==> config.mk <==
export PLATFORM = sky130hd
export DESIGN_NAME = ldq_flat
export DESIGN_NICKNAME = d
export VERILOG_FILES = /design/src/rtl/ldq_pkg.sv /design/src/rtl/ldq_if.sv /design/src/rtl/ldq_age_pick.sv /design/src/rtl/ldq.sv /design/src/flat_wrapper.sv
export SDC_FILE = /design/constraint.sdc
export NUM_CORES = 1
export LEC_CHECK = 0
export CORE_UTILIZATION = 36
export CTS_CLUSTER_DIAMETER = 100
export DETAILED_ROUTE_END_ITERATION = 10
export PLACE_DENSITY_LB_ADDON = 0.3
export SLEW_MARGIN = 20
export SYNTH_ARGS = -nofsm -noshare
export SYNTH_HDL_FRONTEND = slang
export SYNTH_SLANG_ARGS = --single-unit
==> constraint.sdc <==
create_clock -name i_clk -period 7.55 [get_ports i_clk]
set_input_delay 2.265 -clock i_clk [delete_from_list [all_inputs] [get_ports i_clk]]
set_output_delay 2.265 -clock i_clk [all_outputs]
set_load 0.01 [all_outputs]
==> src/rtl/ldq_pkg.sv <==
// ldq_pkg - shared types and default widths for the load queue.
// Entry struct holds allocation/status flags plus address, dest reg and ROB tag.
package ldq_pkg;
  localparam int LDQ_WIDTH_ADDR = 32;
  localparam int LDQ_WIDTH_REG  = 5;
  localparam int LDQ_WIDTH_TAG  = 5;
  localparam int LDQ_WIDTH      = 3;
  localparam int LDQ_SIZE       = 2 ** LDQ_WIDTH;

  typedef struct packed {
    logic                      a;
    logic                      v;
    logic                      m;
    logic                      i;
    logic [LDQ_WIDTH_ADDR-1:0] addr;
    logic [LDQ_WIDTH_REG-1:0]  rd;
    logic [LDQ_WIDTH_TAG-1:0]  tag;
  } ldq_ent_t;
endpackage

==> src/rtl/ldq_if.sv <==
// ldq_if - load queue port bundle; master drives requests, slave is the queue.
// Flush signals exist only when LDQ_FLUSH_EN is defined.
interface ldq_if
  import ldq_pkg::*;
#(
  parameter int WIDTH_ADDR = LDQ_WIDTH_ADDR,
  parameter int WIDTH_REG  = LDQ_WIDTH_REG,
  parameter int WIDTH_TAG  = LDQ_WIDTH_TAG,
  parameter int WIDTH      = LDQ_WIDTH
) ();
  logic                  i_enq_val;
  logic [WIDTH_REG-1:0]  i_enq_rd;
  logic [WIDTH_TAG-1:0]  i_enq_tag;
  logic                  o_enq_rdy;
  logic [WIDTH-1:0]      o_enq_idx;
  logic                  i_agu_val;
  logic [WIDTH-1:0]      i_agu_idx;
  logic [WIDTH_ADDR-1:0] i_agu_addr;
  logic                  i_miss_val;
  logic [WIDTH-1:0]      i_miss_idx;
  logic                  i_replay_val;
  logic [WIDTH-1:0]      i_replay_idx;
  logic                  o_wkup_val;
  logic [WIDTH-1:0]      o_wkup_idx;
  logic [WIDTH_ADDR-1:0] o_wkup_addr;
  logic                  i_wkup_ack;
  logic                  i_deq;
  logic [WIDTH_REG-1:0]  o_head_rd;
  logic [WIDTH_TAG-1:0]  o_head_tag;
  logic                  o_head_done;
  logic                  o_empty;
  logic                  o_full;
  logic [WIDTH:0]        o_count;
`ifdef LDQ_FLUSH_EN
  logic                  i_flush_val;
  logic [WIDTH-1:0]      i_flush_idx;
`endif

  modport master (
`ifdef LDQ_FLUSH_EN
    output i_flush_val, i_flush_idx,
`endif
    output i_enq_val, i_enq_rd, i_enq_tag,
    output i_agu_val, i_agu_idx, i_agu_addr,
    output i_miss_val, i_miss_idx,
    output i_replay_val, i_replay_idx,
    output i_wkup_ack, i_deq,
    input  o_enq_rdy, o_enq_idx,
    input  o_wkup_val, o_wkup_idx, o_wkup_addr,
    input  o_head_rd, o_head_tag, o_head_done,
    input  o_empty, o_full, o_count
  );

  modport slave (
`ifdef LDQ_FLUSH_EN
    input  i_flush_val, i_flush_idx,
`endif
    input  i_enq_val, i_enq_rd, i_enq_tag,
    input  i_agu_val, i_agu_idx, i_agu_addr,
    input  i_miss_val, i_miss_idx,
    input  i_replay_val, i_replay_idx,
    input  i_wkup_ack, i_deq,
    output o_enq_rdy, o_enq_idx,
    output o_wkup_val, o_wkup_idx, o_wkup_addr,
    output o_head_rd, o_head_tag, o_head_done,
    output o_empty, o_full, o_count
  );
endinterface

==> src/rtl/ldq_age_pick.sv <==
// ldq_age_pick - oldest-first picker over a circular queue.
// Scans from head forward; index arithmetic wraps because SIZE is a power of 2.
module ldq_age_pick
  import ldq_pkg::*;
#(
  parameter int WIDTH = LDQ_WIDTH,
  parameter int SIZE  = 2 ** WIDTH
) (
  input  logic [SIZE-1:0]  elig,
  input  logic [WIDTH-1:0] head,
  output logic             val,
  output logic [WIDTH-1:0] idx
);
  logic [WIDTH-1:0] k;

  always_comb begin
    val = 1'b0;
    idx = '0;
    k   = '0;
    for (int i = 0; i < SIZE; i++) begin
      k = head + i[WIDTH-1:0];
      if (!val && elig[k]) begin
        val = 1'b1;
        idx = k;
      end
    end
  end
endmodule

==> src/rtl/ldq.sv <==
// ldq - load queue: in-order allocate/retire, wakeup of the oldest issuable load.
// Define LDQ_FLUSH_EN to add the flush-younger port (i_flush_val/i_flush_idx).
module ldq
  import ldq_pkg::*;
#(
  parameter int WIDTH_ADDR = LDQ_WIDTH_ADDR,
  parameter int WIDTH_REG  = LDQ_WIDTH_REG,
  parameter int WIDTH_TAG  = LDQ_WIDTH_TAG,
  parameter int WIDTH      = LDQ_WIDTH,
  parameter int SIZE       = 2 ** WIDTH
) (
  input logic  i_clk,
  input logic  i_rst_n,
  ldq_if.slave bus
);
  ldq_ent_t q [SIZE];

  logic [WIDTH-1:0]      head, tail, head_n, tail_n;
  logic [WIDTH:0]        count, count_n;
  logic                  full, empty;
  logic                  enq_go, deq_go, ack_go;
  logic [SIZE-1:0]       elig;
  logic                  wk_val;
  logic [WIDTH-1:0]      wk_idx;
  logic [WIDTH_ADDR-1:0] wk_addr;
  logic [WIDTH_REG-1:0]  hd_rd;
  logic [WIDTH_TAG-1:0]  hd_tag;
`ifdef LDQ_FLUSH_EN
  logic                  fl_ok;
  logic [WIDTH-1:0]      fl_off, age;
  logic [SIZE-1:0]       kill;
`endif

  assign full  = (count == (WIDTH+1)'(SIZE));
  assign empty = (count == '0);

  always_comb begin
    for (int k = 0; k < SIZE; k++)
      elig[k] = q[k].a & q[k].v & ~q[k].m & ~q[k].i;
  end

  ldq_age_pick #(.WIDTH(WIDTH), .SIZE(SIZE)) u_pick (
    .elig (elig),
    .head (head),
    .val  (wk_val),
    .idx  (wk_idx)
  );

  assign ack_go = wk_val & bus.i_wkup_ack;

  always_comb begin
    enq_go = bus.i_enq_val & ~full;
    deq_go = bus.i_deq & ~empty;
`ifdef LDQ_FLUSH_EN
    fl_off = bus.i_flush_idx - head;
    fl_ok  = bus.i_flush_val && ({1'b0, fl_off} < count);
    kill   = '0;
    age    = '0;
    for (int k = 0; k < SIZE; k++) begin
      age     = WIDTH'(k) - head;
      kill[k] = fl_ok && (age >= fl_off) && ({1'b0, age} < count);
    end
    // Flushing the head itself empties the queue; nothing is left to retire.
    if (fl_ok) begin
      enq_go = 1'b0;
      deq_go = deq_go && (fl_off != '0);
    end
`endif
    head_n  = deq_go ? head + 1'b1 : head;
    tail_n  = enq_go ? tail + 1'b1 : tail;
    count_n = count + {{WIDTH{1'b0}}, enq_go} - {{WIDTH{1'b0}}, deq_go};
`ifdef LDQ_FLUSH_EN
    if (fl_ok) begin
      tail_n  = bus.i_flush_idx;
      count_n = {1'b0, fl_off} - {{WIDTH{1'b0}}, deq_go};
    end
`endif
  end

  always_ff @(posedge i_clk or negedge i_rst_n) begin
    if (!i_rst_n) begin
      head  <= '0;
      tail  <= '0;
      count <= '0;
      for (int k = 0; k < SIZE; k++)
        q[k] <= '0;
    end else begin
      head  <= head_n;
      tail  <= tail_n;
      count <= count_n;
      for (int k = 0; k < SIZE; k++) begin
        if (deq_go && head == WIDTH'(k))
          q[k].a <= 1'b0;
        // Status updates only touch live entries; replay is last so it wins.
        if (q[k].a) begin
          if (bus.i_agu_val && bus.i_agu_idx == WIDTH'(k)) begin
            q[k].v    <= 1'b1;
            q[k].addr <= bus.i_agu_addr;
          end
          if (ack_go && wk_idx == WIDTH'(k))
            q[k].i <= 1'b1;
          if (bus.i_miss_val && bus.i_miss_idx == WIDTH'(k)) begin
            q[k].m <= 1'b1;
            q[k].i <= 1'b0;
          end
          if (bus.i_replay_val && bus.i_replay_idx == WIDTH'(k)) begin
            q[k].m <= 1'b0;
            q[k].i <= 1'b0;
          end
        end
        if (enq_go && tail == WIDTH'(k)) begin
          q[k].a   <= 1'b1;
          q[k].v   <= 1'b0;
          q[k].m   <= 1'b0;
          q[k].i   <= 1'b0;
          q[k].rd  <= bus.i_enq_rd;
          q[k].tag <= bus.i_enq_tag;
        end
`ifdef LDQ_FLUSH_EN
        if (kill[k])
          q[k].a <= 1'b0;
`endif
      end
    end
  end

  assign wk_addr = wk_val ? q[wk_idx].addr : '0;
  assign hd_rd   = q[head].rd;
  assign hd_tag  = q[head].tag;

  assign bus.o_enq_rdy   = ~full;
  assign bus.o_enq_idx   = tail;
  assign bus.o_wkup_val  = wk_val;
  assign bus.o_wkup_idx  = wk_idx;
  assign bus.o_wkup_addr = wk_addr;
  assign bus.o_head_rd   = hd_rd;
  assign bus.o_head_tag  = hd_tag;
  assign bus.o_head_done = q[head].a & q[head].v
                         & q[head].i & ~q[head].m;
  assign bus.o_empty     = empty;
  assign bus.o_full      = full;
  assign bus.o_count     = count;
endmodule

==> src/flat_wrapper.sv <==
// flat-port wrapper written by rule: the top's interface ports become plain ports
module ldq_flat import ldq_pkg::*;
#(
  parameter int WIDTH_ADDR = LDQ_WIDTH_ADDR,
  parameter int WIDTH_REG  = LDQ_WIDTH_REG,
  parameter int WIDTH_TAG  = LDQ_WIDTH_TAG,
  parameter int WIDTH      = LDQ_WIDTH,
  parameter int SIZE       = 2 ** WIDTH
)
  (i_clk, i_rst_n, bus_i_enq_val, bus_i_enq_rd, bus_i_enq_tag, bus_i_agu_val, bus_i_agu_idx, bus_i_agu_addr, bus_i_miss_val, bus_i_miss_idx, bus_i_replay_val, bus_i_replay_idx, bus_i_wkup_ack, bus_i_deq, bus_o_enq_rdy, bus_o_enq_idx, bus_o_wkup_val, bus_o_wkup_idx, bus_o_wkup_addr, bus_o_head_rd, bus_o_head_tag, bus_o_head_done, bus_o_empty, bus_o_full, bus_o_count);
  ldq_if #(.WIDTH_ADDR(WIDTH_ADDR), .WIDTH_REG(WIDTH_REG), .WIDTH_TAG(WIDTH_TAG), .WIDTH(WIDTH)) bus_i ();
  input logic i_clk;
  input logic i_rst_n;
  input wire logic [$bits(bus_i.i_enq_val)-1:0] bus_i_enq_val;
  input wire logic [$bits(bus_i.i_enq_rd)-1:0] bus_i_enq_rd;
  input wire logic [$bits(bus_i.i_enq_tag)-1:0] bus_i_enq_tag;
  input wire logic [$bits(bus_i.i_agu_val)-1:0] bus_i_agu_val;
  input wire logic [$bits(bus_i.i_agu_idx)-1:0] bus_i_agu_idx;
  input wire logic [$bits(bus_i.i_agu_addr)-1:0] bus_i_agu_addr;
  input wire logic [$bits(bus_i.i_miss_val)-1:0] bus_i_miss_val;
  input wire logic [$bits(bus_i.i_miss_idx)-1:0] bus_i_miss_idx;
  input wire logic [$bits(bus_i.i_replay_val)-1:0] bus_i_replay_val;
  input wire logic [$bits(bus_i.i_replay_idx)-1:0] bus_i_replay_idx;
  input wire logic [$bits(bus_i.i_wkup_ack)-1:0] bus_i_wkup_ack;
  input wire logic [$bits(bus_i.i_deq)-1:0] bus_i_deq;
  output wire logic [$bits(bus_i.o_enq_rdy)-1:0] bus_o_enq_rdy;
  output wire logic [$bits(bus_i.o_enq_idx)-1:0] bus_o_enq_idx;
  output wire logic [$bits(bus_i.o_wkup_val)-1:0] bus_o_wkup_val;
  output wire logic [$bits(bus_i.o_wkup_idx)-1:0] bus_o_wkup_idx;
  output wire logic [$bits(bus_i.o_wkup_addr)-1:0] bus_o_wkup_addr;
  output wire logic [$bits(bus_i.o_head_rd)-1:0] bus_o_head_rd;
  output wire logic [$bits(bus_i.o_head_tag)-1:0] bus_o_head_tag;
  output wire logic [$bits(bus_i.o_head_done)-1:0] bus_o_head_done;
  output wire logic [$bits(bus_i.o_empty)-1:0] bus_o_empty;
  output wire logic [$bits(bus_i.o_full)-1:0] bus_o_full;
  output wire logic [$bits(bus_i.o_count)-1:0] bus_o_count;
  assign bus_i.i_enq_val = bus_i_enq_val;
  assign bus_i.i_enq_rd = bus_i_enq_rd;
  assign bus_i.i_enq_tag = bus_i_enq_tag;
  assign bus_i.i_agu_val = bus_i_agu_val;
  assign bus_i.i_agu_idx = bus_i_agu_idx;
  assign bus_i.i_agu_addr = bus_i_agu_addr;
  assign bus_i.i_miss_val = bus_i_miss_val;
  assign bus_i.i_miss_idx = bus_i_miss_idx;
  assign bus_i.i_replay_val = bus_i_replay_val;
  assign bus_i.i_replay_idx = bus_i_replay_idx;
  assign bus_i.i_wkup_ack = bus_i_wkup_ack;
  assign bus_i.i_deq = bus_i_deq;
  assign bus_o_enq_rdy = bus_i.o_enq_rdy;
  assign bus_o_enq_idx = bus_i.o_enq_idx;
  assign bus_o_wkup_val = bus_i.o_wkup_val;
  assign bus_o_wkup_idx = bus_i.o_wkup_idx;
  assign bus_o_wkup_addr = bus_i.o_wkup_addr;
  assign bus_o_head_rd = bus_i.o_head_rd;
  assign bus_o_head_tag = bus_i.o_head_tag;
  assign bus_o_head_done = bus_i.o_head_done;
  assign bus_o_empty = bus_i.o_empty;
  assign bus_o_full = bus_i.o_full;
  assign bus_o_count = bus_i.o_count;
  ldq #(.WIDTH_ADDR(WIDTH_ADDR), .WIDTH_REG(WIDTH_REG), .WIDTH_TAG(WIDTH_TAG), .WIDTH(WIDTH), .SIZE(SIZE)) u_core (.i_clk(i_clk), .i_rst_n(i_rst_n), .bus(bus_i));
endmodule
==> results by group, run 1 <==
Min path
  – Hold Crit Depth: 1
  – Worst hold endpoint: u_core.q[121]
  – Critical hold path startpoint: u_core.q[121]
  – Type of the worst min-delay path: register to register

Die
  – Initial core utilization: 36.8%
  – Floorplan row count: 84
  – Area of the placeable core: 53,000 sq um
  – Vertical extent of the die: 235 um
  – # IOs: 116
  – DIE WIDTH: 235 um
  – Die Area: 55,000 sq um

Clocking
  – Clock slew seen by the registers of the worst setup and hold paths: 0.06 ns
  – Maximum clock insertion buffer count: 3
  – CTS tree: yes
  – Clock sink count: 378
  – Clk Tree Root Cell: sky130_fd_sc_hd__clkbuf_16
  – Number of buffers created by CTS: 43
  – Later-pin clock latency in the skew report: 0.57 ns
  – CTS H-Tree Depth: 2

Detailed routing
  – Post-DR vias/cell: 5.61
  – Count of routing violations after the opening detailed-route iteration: 1,021
  – WL per Instance: 21.2 um
  – Number of routed nets with antenna violations: 0
  – Final routed wirelength across all metal layers: 52.2 mm
  – Detailed-route via count: 13,800
  – Post-detailed-route DRC marker count: 0
  – First-pass detailed-route iteration total: 5

Placement
  – Post-DP HPWL: 29.9 mm
  – Port buffer count: 115
  – GPL Wtd Cong: 0.942
  – Post-placement cell count: 2,383

GRT
  – Remaining global-route overflow: 0
  – Number of antenna violations at the first check in global routing: 1
  – All-Layer GR Usage: 19.1%
  – Pin count of the biggest net entering global routing: 166
  – Vias in the first global route: 14,000
  – Global-route wire length before repair: 81.5 mm

Flow run
  – Reported max-cap violation count: 0

Synthesis
  – Instance count of the mapped netlist: 1,679
  – Synth Register Bits: 378
  – Net count of the mapped netlist: 1,759
  – Number of distinct library cells after synthesis: 69
  – Cell Area, Synth: 19,500 sq um
  – Post-synth EDFFs: 0
  – Synthesized area divided by synthesized cell count: 11.6 sq um
  – Share of synthesized area occupied by flip-flops and latches: 48.6%
  – Area share of the largest cell type after synthesis: 48.6%
  – Primary FF master, synth: sky130_fd_sc_hd__dfrtp_1
  – Synthesis warning total: 0
  – Largest cells by area after synthesis: sky130_fd_sc_hd__dfrtp_1 (49%), sky130_fd_sc_hd__mux2_2 (20%), sky130_fd_sc_hd__a21boi_0 (5.0%), sky130_fd_sc_hd__and3_1 (4.2%), sky130_fd_sc_hd__mux4_2 (3.0%)
  – Asr flop ratio synth: 100%
  – Leading area contributor after synthesis: sky130_fd_sc_hd__dfrtp_1

Layout
  – Filler-free cell count of the finished design: 2,460
  – Post-layout net count: 1,823
  – Fraction of layout cells with a size suffix above 1: 27.8%
  – Leading cell type in the layout, fill and taps excluded: sky130_fd_sc_hd__dfrtp_1
  – Most frequent cells in the layout: sky130_fd_sc_hd__dfrtp_1 (376), sky130_fd_sc_hd__mux2_2 (339), sky130_fd_sc_hd__and3_1 (131), sky130_fd_sc_hd__a21boi_0 (129), sky130_fd_sc_hd__clkdlybuf4s50_1 (114)
  – Area delta synth->final: 17.4%

Timing
  – Max Clock Skew: 0.0259 ns
  – Max-slew headroom at the worst pin: 35.2%
  – Worst hold-check slack: 0.495 ns
  – Transition time of the tightest slew-check pin: 0.972 ns
  – Tcrit/Tclk final: 97.3%
  – Endpoints failing setup: 0
  – Count of final max-slew check failures: 0
  – Peak clock frequency supported by timing: 0.136 GHz
  – Post-layout minimum cycle time: 7.34 ns
  – Final hold vios: 0

Critical path
  – Reg2reg start: u_core.head[1]
  – End of the worst register-to-register path: u_core.q[364]
  – Flop-to-flop setup slack: 3.01 ns
  – Number of cells on the worst reg-to-reg path: 12
  – CP Capture Type: output port
  – Launching element type of the critical path: register
  – Data arrival time at the worst-slack endpoint: 5.08 ns
  – Data required time of the worst path: 5.29 ns
  – Maximum fanout count along the critical path: 17
  – Critical Setup Path Class: register to output port

Run status
  – Outcome: completed
[flip-flops by register name, summed over array words and instances (netlist names)]
signal / flops
u_core.bus.o_count: 4
u_core.bus.o_enq_idx: 3
u_core.head: 3
u_core.q: 368
[metal layers]
metal  vias to the layer above  GRT usage, %  share of wire (%)
met2                       340          31.1                 47
met3                        89          3.56                5.0
li1                       6304             -                  -
met4                         2          5.40                2.5
met1                      7062          25.8                 45
met5                         -             0              0.023
[worst max-delay path by stage]
stage / from / endpoint / slack (ns) / cells after the start
2_1_floorplan: u_core.head[1] / bus_o_wkup_addr[30] / 1.81 / 13
6_report: u_core.head[0] / bus_o_wkup_addr[10] / 0.21 / 14
3_3_place_gp: u_core.head[0] / bus_o_wkup_addr[26] / 0.68 / 13
4_1_cts: u_core.head[0] / bus_o_wkup_addr[26] / 0.009 / 13
5_1_grt: u_core.head[0] / bus_o_wkup_addr[11] / -0.03 / 14
3_5_place_dp: u_core.head[0] / bus_o_wkup_addr[26] / 0.63 / 13
[worst max-delay path, cell delays in order, from the launching register on]
cell and delay (ns):
sky130_fd_sc_hd__dfrtp_2 0.53, sky130_fd_sc_hd__inv_1 0.10, sky130_fd_sc_hd__ha_2 0.53, sky130_fd_sc_hd__nand2b_1 0.18, sky130_fd_sc_hd__o22ai_1 0.11, sky130_fd_sc_hd__or2_1 0.27, sky130_fd_sc_hd__a2111oi_0 0.53, sky130_fd_sc_hd__and4b_1 0.31
sky130_fd_sc_hd__a311oi_4 0.25, sky130_fd_sc_hd__buf_4 0.20, sky130_fd_sc_hd__and4b_4 0.40, sky130_fd_sc_hd__buf_4 0.30, sky130_fd_sc_hd__o21ai_1 0.09, sky130_fd_sc_hd__nand4_1 0.14, sky130_fd_sc_hd__clkdlybuf4s50_1 0.57
[cells in the mapped netlist (all sizes together) (2+ instances only)]
cell,instances
a31o,2
a311oi,3
inv,26
and4bb,4
o2111ai,2
buf,42
mux2,339
a21boi,129
mux4,26
nor2b,8
nand4bb,8
a221oi,7
nand2,79
nand3,18
o2111a,2
or2,4
o21ai,145
nor3,10
nand2b,9
nor2,38
ha,20
a31oi,6
o22ai,7
and4b,2
nand4,35
a2111oi,3
xnor2,5
a22oi,6
and2,13
xor2,3
clkbuf,86
or3,2
o211ai,7
a21oi,32
nor3b,2
and3,132
mux2i,7
dfrtp,378
a21o,4
a211oi,15
[cells by family after synthesis]
| group | after synthesis | synth area share (%) |
|---|---|---|
| muxes | 372 | 23.0 |
| and+or+nand+nor | 367 | 10.5 |
| DFF | 378 | 48.6 |
| xor gates and xnor gates | 8 | 0.360 |
| AOI/OAI and AO/OA | 378 | 13.0 |
| buffers and inverters | 155 | 3.20 |
| adders and majority gates | 21 | 1.39 |
[repair_timing]
action                     in CTS  in global routing
setup endpoints to repair       0                 32
gates resized for setup         0                  7
hold buffers                    0                  0
buffers inserted                0                  2
[metrics by stage]
stage / setup TNS, ns / utilization, % / cell area, sq um / setup slack [ns]
CTS: 0 / 43.0 / 22800 / 0.00860
global placement: 0 / 40.3 / 21300 / 0.683
floorplan: 0 / - / 19500 / 1.81
finish: 0 / 43.2 / 22900 / 0.206
global route: -0.0412 / 43.2 / 22900 / -0.0273
detailed placement: 0 / 40.3 / 21300 / 0.630
[final cells by class]
| type | count | area (sq um) |
|---|---|---|
| multi-input cells | 1147 | 9510 |
| diodes | 1 | 2.50 |
| fillers | 4982 | 30100 |
| clock buffers | 60 | 1220 |
| flip-flops and latches | 378 | 9460 |
| clock inverters | 13 | 216 |
| inverters | 27 | 101 |
| repair buffers | 146 | 1490 |
| well taps | 688 | 861 |
Power of run 1 is left out: the tool's default activity adds up to more than one toggle a clock period on the data nets, which glitch-free logic cannot reach.
==> inputs of run 2 (changes only) <==
--- a/config.mk
+++ b/config.mk
@@ -9,6 +9,7 @@
 export CTS_CLUSTER_DIAMETER = 100
 export DETAILED_ROUTE_END_ITERATION = 10
 export PLACE_DENSITY_LB_ADDON = 0.3
+export RECOVER_POWER = 100
 export SLEW_MARGIN = 20
 export SYNTH_ARGS = -nofsm -noshare
 export SYNTH_HDL_FRONTEND = slang
==> run 2 against run 1 <==
  * The flow now finishes with violations (max-capacitance violations, max-slew violations)
  * Fmax hardly changed
  * Worst hold slack hardly changed
  * Register-to-register slack hardly changed
  * Routed wire length is 0.19% lower
  * Core utilization is 0.10 points lower
  * Clock-buffer cell count stayed put
  * Final cell count stayed put
  * Clock skew hardly changed
  * Design area is 0.24% lower
  * Critical endpoint unchanged
==> results by group, run 2 (same netlist as run 1, synthesis figures left out) <==
Run status
  – Outcome: finished with violations (was completed)
  – Violations in the final reports: max-capacitance violations, max-slew violations

Timing
  – Endpoints failing setup: 0 (unchanged)
  – Max Clock Skew: 0.0261 ns (was 0.0259 ns)
  – Final hold vios: 0 (unchanged)
  – Peak clock frequency supported by timing: 0.136 GHz (about the same)
  – Least setup slack across all paths after layout: 0.212 ns (was 0.206 ns)
  – Count of final max-slew check failures: 546 (was 0)
  – Max-slew headroom at the worst pin: -173% (was 35.2%)
  – Tcrit/Tclk final: 97.2% (was 97.3%)
  – Transition time of the tightest slew-check pin: 4.10 ns (was 0.972 ns)
  – Post-layout minimum cycle time: 7.34 ns (about the same)
  – Final sum of negative setup slack: 0 ns (unchanged)

Critical path
  – Flop-to-flop setup slack: 3.02 ns (was 3.01 ns)
  – Maximum fanout count along the critical path: 17 (unchanged)
  – Worst Setup SP: u_core.head[0] (unchanged)
  – Crit path max-delay cell type: sky130_fd_sc_hd__clkdlybuf4s50_1 (unchanged)
  – Data arrival time at the worst-slack endpoint: 5.07 ns (was 5.08 ns)
  – List of cells traversed by the critical path: inv_1 > ha_2 > or2_2 > o22ai_1 > or2_1 > a2111oi_0 > and4b_1 > a311oi_4 > buf_4 > and4b_4 > buf_4 > o21ai_1 > nand4_1 > clkdlybuf4s50_1 (was inv_1 > ha_2 > nand2b_1 > o22ai_1 > or2_1 > a2111oi_0 > and4b_1 > a311oi_4 > buf_4 > and4b_4 > buf_4 > o21ai_1 > nand4_1 > clkdlybuf4s50_1)
  – Critical Setup Path Class: register to output port (unchanged)
  – Reg2reg start: u_core.head[1] (unchanged)
  – Number of cells on the worst reg-to-reg path: 12 (unchanged)
  – End of the worst register-to-register path: u_core.q[364] (unchanged)
  – Delay of the slowest critical-path stage: 0.57 ns (about the same)
  – Cell repeated most along the worst path: sky130_fd_sc_hd__buf_4 (unchanged)
  – Launching element type of the critical path: register (unchanged)
  – CP Capture Type: output port (unchanged)
  – Data required time of the worst path: 5.29 ns (about the same)

Detailed routing
  – Final routed wirelength across all metal layers: 52.1 mm (was 52.2 mm)
  – Metal3 WL: 2.60 mm (was 2.61 mm)
  – Detailed-route via count: 13,800 (about the same)
  – Number of routed nets with antenna violations: 0 (unchanged)
  – First-pass detailed-route iteration total: 5 (unchanged)
  – Count of routing violations after the opening detailed-route iteration: 1,064 (was 1,021)
  – Wl on met1: 23.5 mm (was 23.7 mm)
  – Routed wl met2: 24.7 mm (was 24.6 mm)
  – Top routing layer used: met5 (unchanged)
  – Post-DR vias/cell: 5.60 (was 5.61)
  – WL per Instance: 21.2 um (about the same)
  – Post-detailed-route DRC marker count: 0 (unchanged)

Layout
  – Max FFs per register: 368 (unchanged)
  – Final std cell area, no fill: 22,800 sq um (was 22,900 sq um)
  – FILL cells: 4,991 (was 4,982)
  – Post-layout net count: 1,823 (unchanged)
  – Top reg by flops: u_core.q (unchanged)
  – Fraction of layout cells with a size suffix above 1: 27.2% (was 27.8%)
  – Area delta synth->final: 17.1% (was 17.4%)
  – Most frequent cells in the layout: sky130_fd_sc_hd__dfrtp_1 (376), sky130_fd_sc_hd__mux2_2 (339), sky130_fd_sc_hd__and3_1 (131), sky130_fd_sc_hd__a21boi_0 (129), sky130_fd_sc_hd__o21ai_1 (109) (was sky130_fd_sc_hd__dfrtp_1 (376), sky130_fd_sc_hd__mux2_2 (339), sky130_fd_sc_hd__and3_1 (131), sky130_fd_sc_hd__a21boi_0 (129), sky130_fd_sc_hd__clkdlybuf4s50_1 (114))
  – Leading cell type in the layout, fill and taps excluded: sky130_fd_sc_hd__dfrtp_1 (unchanged)

Min path
  – Critical hold path startpoint: u_core.q[121] (unchanged)
  – Type of the worst min-delay path: register to register (unchanged)
  – Hold Crit Depth: 1 (unchanged)
  – Worst hold endpoint: u_core.q[121] (unchanged)

GRT
  – Global-route wire length before repair: 81.5 mm (unchanged)
  – All-Layer GR Usage: 19.1% (unchanged)
  – Pin count of the biggest net entering global routing: 166 (unchanged)
  – Vias in the first global route: 14,000 (unchanged)
  – Number of antenna violations at the first check in global routing: 1 (unchanged)
  – Remaining global-route overflow: 0 (unchanged)

Placement
  – Port buffer count: 115 (unchanged)
  – Placed inst area: 21,300 sq um (unchanged)
  – GPL Wtd Cong: 0.942 (unchanged)
  – Placement-stage worst setup slack: 0.630 ns (unchanged)
  – Post-DP HPWL: 29.9 mm (unchanged)

Clocking
  – CTS H-Tree Depth: 2 (unchanged)
  – Clk Tree Root Cell: sky130_fd_sc_hd__clkbuf_16 (unchanged)
  – # hold bufs at CTS: 0 (unchanged)
  – CTS tree: yes (unchanged)
  – Number of buffers created by CTS: 43 (unchanged)
  – Maximum clock insertion buffer count: 3 (unchanged)
  – Clock sink count: 378 (unchanged)
  – Clock slew seen by the registers of the worst setup and hold paths: 0.06 ns (about the same)
  – Later-pin clock latency in the skew report: 0.57 ns (about the same)

Flow run
  – Reported max-cap violation count: 11 (was 0)

Die
  – Vertical extent of the die: 235 um (unchanged)
  – # IOs: 116 (unchanged)
  – Die Area: 55,000 sq um (unchanged)
  – Area of the placeable core: 53,000 sq um (unchanged)
  – DIE WIDTH: 235 um (unchanged)
  – Initial core utilization: 36.8% (unchanged)
  – Floorplan row count: 84 (unchanged)
[run 2: cell type report]
cell class | instances | area, sq um | share of cell area [%]
multi-input cells | 1147 | 9510 | 41.7
flip-flops and latches | 378 | 9460 | 41.5
repair buffers | 146 | 1440 | 6.30
clock buffers | 60 | 1220 | 5.35
well taps | 688 | 861 | 3.77
clock inverters | 13 | 216 | 0.949
inverters | 27 | 101 | 0.444
diodes | 1 | 2.50 | 0.0110
[run 2: per-layer routing]
metal	track usage, %	vias up
met5	0	-
met4	5.40	2
met3	3.56	79
met2	31.1	326
met1	25.8	7069
li1	-	6295
[run 2: how the worst max path moves through the flow]
stage	slack [ns]	endpoint	depth (start not counted)
after global placement	0.68	bus_o_wkup_addr[26]	13
after detailed placement	0.63	bus_o_wkup_addr[26]	13
after floorplan	1.81	bus_o_wkup_addr[30]	13
final	0.21	bus_o_wkup_addr[10]	14
after global routing	-0.03	bus_o_wkup_addr[11]	14
after CTS	0.009	bus_o_wkup_addr[26]	13
[run 2: per-stage QoR]
step	hold WS [ns]	util, %	cells
2_1_floorplan	0.471	-	1679
3_3_place_gp	0.478	40.3	2383
3_5_place_dp	0.484	40.3	2383
4_1_cts	0.496	43.0	2456
5_1_grt	0.503	43.0	2459
6_report	0.495	43.1	2460
[run 2: timing repair]
item                                    4_1_cts  5_1_grt
endpoints found under the setup margin        0       32
buffers inserted                              0        2
resized for setup                             0        7
[run 2: critical path, delay by kind of cell, from the launching register on]
kind,cells,cell delay (ns)
fa+ha+maj,1,0.53
buf+inv,4,1.17
simple gates,5,1.31
compound gates,4,0.96
flops,1,0.53
Power of run 2 is left out for the same reason.
==> inputs of run 3 (changes only) <==
--- a/config.mk
+++ b/config.mk
@@ -8,6 +8,7 @@
 export CORE_UTILIZATION = 36
 export CTS_CLUSTER_DIAMETER = 100
 export DETAILED_ROUTE_END_ITERATION = 10
+export GPL_ROUTABILITY_DRIVEN = 0
 export PLACE_DENSITY_LB_ADDON = 0.3
 export RECOVER_POWER = 100
 export SLEW_MARGIN = 20
==> run 3 against run 2 <==
  * Worst hold slack lost 0.0015 ns
  * Worst setup slack better by 0.019 ns
  * The flow still finishes with violations (max-capacitance violations, max-slew violations)
  * Largest cell class unchanged
  * Register-to-register slack improved by 0.42 ns
==> results by group, run 3 (same netlist as run 1, synthesis figures left out) <==
Critical path
  – Delay of the slowest critical-path stage: 0.58 ns (was 0.57 ns)
  – Launching element type of the critical path: register (unchanged)
  – Number of cells on the worst reg-to-reg path: 10 (was 12)
  – List of cells traversed by the critical path: inv_1 > ha_4 > or2_2 > o22ai_1 > nor2_1 > o2111a_1 > o2111a_1 > a22oi_4 > inv_2 > a211oi_4 > buf_12 > o21ai_1 > nand4_1 > clkdlybuf4s50_1 (was inv_1 > ha_2 > or2_2 > o22ai_1 > or2_1 > a2111oi_0 > and4b_1 > a311oi_4 > buf_4 > and4b_4 > buf_4 > o21ai_1 > nand4_1 > clkdlybuf4s50_1)
  – Top delay family on crit path: compound AO/OA/AOI/OAI gates (was simple AND/OR/NAND/NOR gates)
  – Cell repeated most along the worst path: sky130_fd_sc_hd__o2111a_1 (was sky130_fd_sc_hd__buf_4)
  – End of the worst register-to-register path: u_core.q[88] (was u_core.q[364])
  – Data required time of the worst path: 5.29 ns (about the same)
  – Count of buffer and inverter cells on the critical path: 4 (unchanged)
  – Crit path max-delay cell type: sky130_fd_sc_hd__clkdlybuf4s50_1 (unchanged)
  – Critical Setup Path Class: register to output port (unchanged)
  – Maximum fanout count along the critical path: 34 (was 17)
  – Flop-to-flop setup slack: 3.44 ns (was 3.02 ns)
  – CP Capture Type: output port (unchanged)
  – Data arrival time at the worst-slack endpoint: 5.05 ns (was 5.07 ns)
  – Reg2reg start: u_core.head[1] (unchanged)

Clocking
  – # hold bufs at CTS: 0 (unchanged)
  – Number of buffers created by CTS: 44 (was 43)
  – Later-pin clock latency in the skew report: 0.57 ns (about the same)
  – Maximum clock insertion buffer count: 3 (unchanged)
  – Clock slew seen by the registers of the worst setup and hold paths: 0.07 ns (was 0.06 ns)
  – CTS tree: yes (unchanged)
  – Clock sink count: 378 (unchanged)
  – CTS H-Tree Depth: 2 (unchanged)
  – Clk Tree Root Cell: sky130_fd_sc_hd__clkbuf_16 (unchanged)

Min path
  – Critical hold path startpoint: u_core.q[301] (was u_core.q[121])
  – Worst hold endpoint: u_core.q[301] (was u_core.q[121])
  – Hold Crit Depth: 1 (unchanged)
  – Type of the worst min-delay path: register to register (unchanged)

GRT
  – Global-route wire length before repair: 80.9 mm (was 81.5 mm)
  – All-Layer GR Usage: 19.0% (was 19.1%)
  – Remaining global-route overflow: 0 (unchanged)
  – Number of antenna violations at the first check in global routing: 6 (was 1)
  – Pin count of the biggest net entering global routing: 164 (was 166)
  – Vias in the first global route: 13,700 (was 14,000)

Die
  – DIE WIDTH: 235 um (unchanged)
  – Die Area: 55,000 sq um (unchanged)
  – Floorplan row count: 84 (unchanged)
  – Initial core utilization: 36.8% (unchanged)
  – # IOs: 116 (unchanged)
  – Vertical extent of the die: 235 um (unchanged)
  – Area of the placeable core: 53,000 sq um (unchanged)

Flow run
  – Reported max-cap violation count: 9 (was 11)

Layout
  – Max FFs per register: 368 (unchanged)
  – Top reg by flops: u_core.q (unchanged)
  – Layout Utilization: 43.3% (was 43.1%)
  – Area delta synth->final: 17.8% (was 17.1%)
  – Diode count: 0 (was 1)
  – Fraction of layout cells with a size suffix above 1: 27.4% (was 27.2%)
  – Post-layout net count: 1,820 (was 1,823)
  – Most frequent cells in the layout: sky130_fd_sc_hd__dfrtp_1 (376), sky130_fd_sc_hd__mux2_2 (338), sky130_fd_sc_hd__and3_1 (131), sky130_fd_sc_hd__a21boi_0 (129), sky130_fd_sc_hd__o21ai_1 (109) (was sky130_fd_sc_hd__dfrtp_1 (376), sky130_fd_sc_hd__mux2_2 (339), sky130_fd_sc_hd__and3_1 (131), sky130_fd_sc_hd__a21boi_0 (129), sky130_fd_sc_hd__o21ai_1 (109))
  – Leading cell type in the layout, fill and taps excluded: sky130_fd_sc_hd__dfrtp_1 (unchanged)

Detailed routing
  – Post-detailed-route DRC marker count: 0 (unchanged)
  – Detailed-route via count: 13,900 (was 13,800)
  – WL per Instance: 21.5 um (was 21.2 um)
  – Number of routed nets with antenna violations: 0 (unchanged)
  – Final routed wirelength across all metal layers: 53.0 mm (was 52.1 mm)
  – First-pass detailed-route iteration total: 5 (unchanged)
  – Count of routing violations after the opening detailed-route iteration: 980 (was 1,064)
  – Post-DR vias/cell: 5.64 (was 5.60)

Timing
  – Max-slew headroom at the worst pin: -189% (was -173%)
  – Count of final max-slew check failures: 486 (was 546)
  – Transition time of the tightest slew-check pin: 4.34 ns (was 4.10 ns)
  – Tcrit/Tclk final: 96.9% (was 97.2%)
  – Peak clock frequency supported by timing: 0.137 GHz (was 0.136 GHz)
  – Final sum of negative setup slack: 0 ns (unchanged)
  – Max Clock Skew: 0.0188 ns (was 0.0261 ns)
  – Final hold vios: 0 (unchanged)
  – Post-layout minimum cycle time: 7.32 ns (was 7.34 ns)
  – Endpoints failing setup: 0 (unchanged)

Run status
  – Violations in the final reports: max-capacitance violations, max-slew violations (unchanged)
  – Outcome: finished with violations (unchanged)

Placement
  – Post-DP HPWL: 29.5 mm (was 29.9 mm)
  – Port buffer count: 115 (unchanged)
## run 3: how the worst max path moves through the flow
stage / from / endpoint / cells after the start
floorplan: u_core.head[1] / bus_o_wkup_addr[30] / 13
global placement: u_core.head[0] / bus_o_wkup_addr[5] / 12
detailed placement: u_core.head[0] / bus_o_wkup_addr[11] / 12
CTS: u_core.head[0] / bus_o_wkup_addr[11] / 12
global route: u_core.head[0] / bus_o_wkup_addr[9] / 12
finish: u_core.head[0] / bus_o_wkup_addr[11] / 14
## run 3: layout make-up
cell class              instances  area [sq um]
clock buffers                  71          1380
repair buffers                141          1450
inverters                      27           105
flip-flops and latches        378          9460
multi-input cells            1148          9550
fillers                      4961         30000
well taps                     688           861
clock inverters                 9           130
## run 3: through the flow
stage          std cells  cell area, sq um  worst slack, ns  hold WS, ns
2_1_floorplan       1679             19500             1.81        0.471
4_1_cts             2460             22900          0.00910        0.497
6_report            2462             22900            0.231        0.493
3_3_place_gp        2378             21300            0.525        0.478
3_5_place_dp        2378             21300            0.502        0.484
5_1_grt             2462             22900          -0.0155        0.501
## run 3: what timing repair did
item	CTS	global route
hold endpoints to repair	0	0
buffers inserted	1	0
resized for setup	5	12
setup endpoints to repair	31	32
pin swaps	1	0
cloned	1	2
## run 3: routing by layer
layer  track usage, %  routed length (um)  vias up
met5                0                  41        -
met4             4.70                1020        6
met3             3.06                2430       85
met2             30.6               25100      327
met1             26.6               24300     7156
li1                 -                   -     6304
Power of run 3 is left out for the same reason.
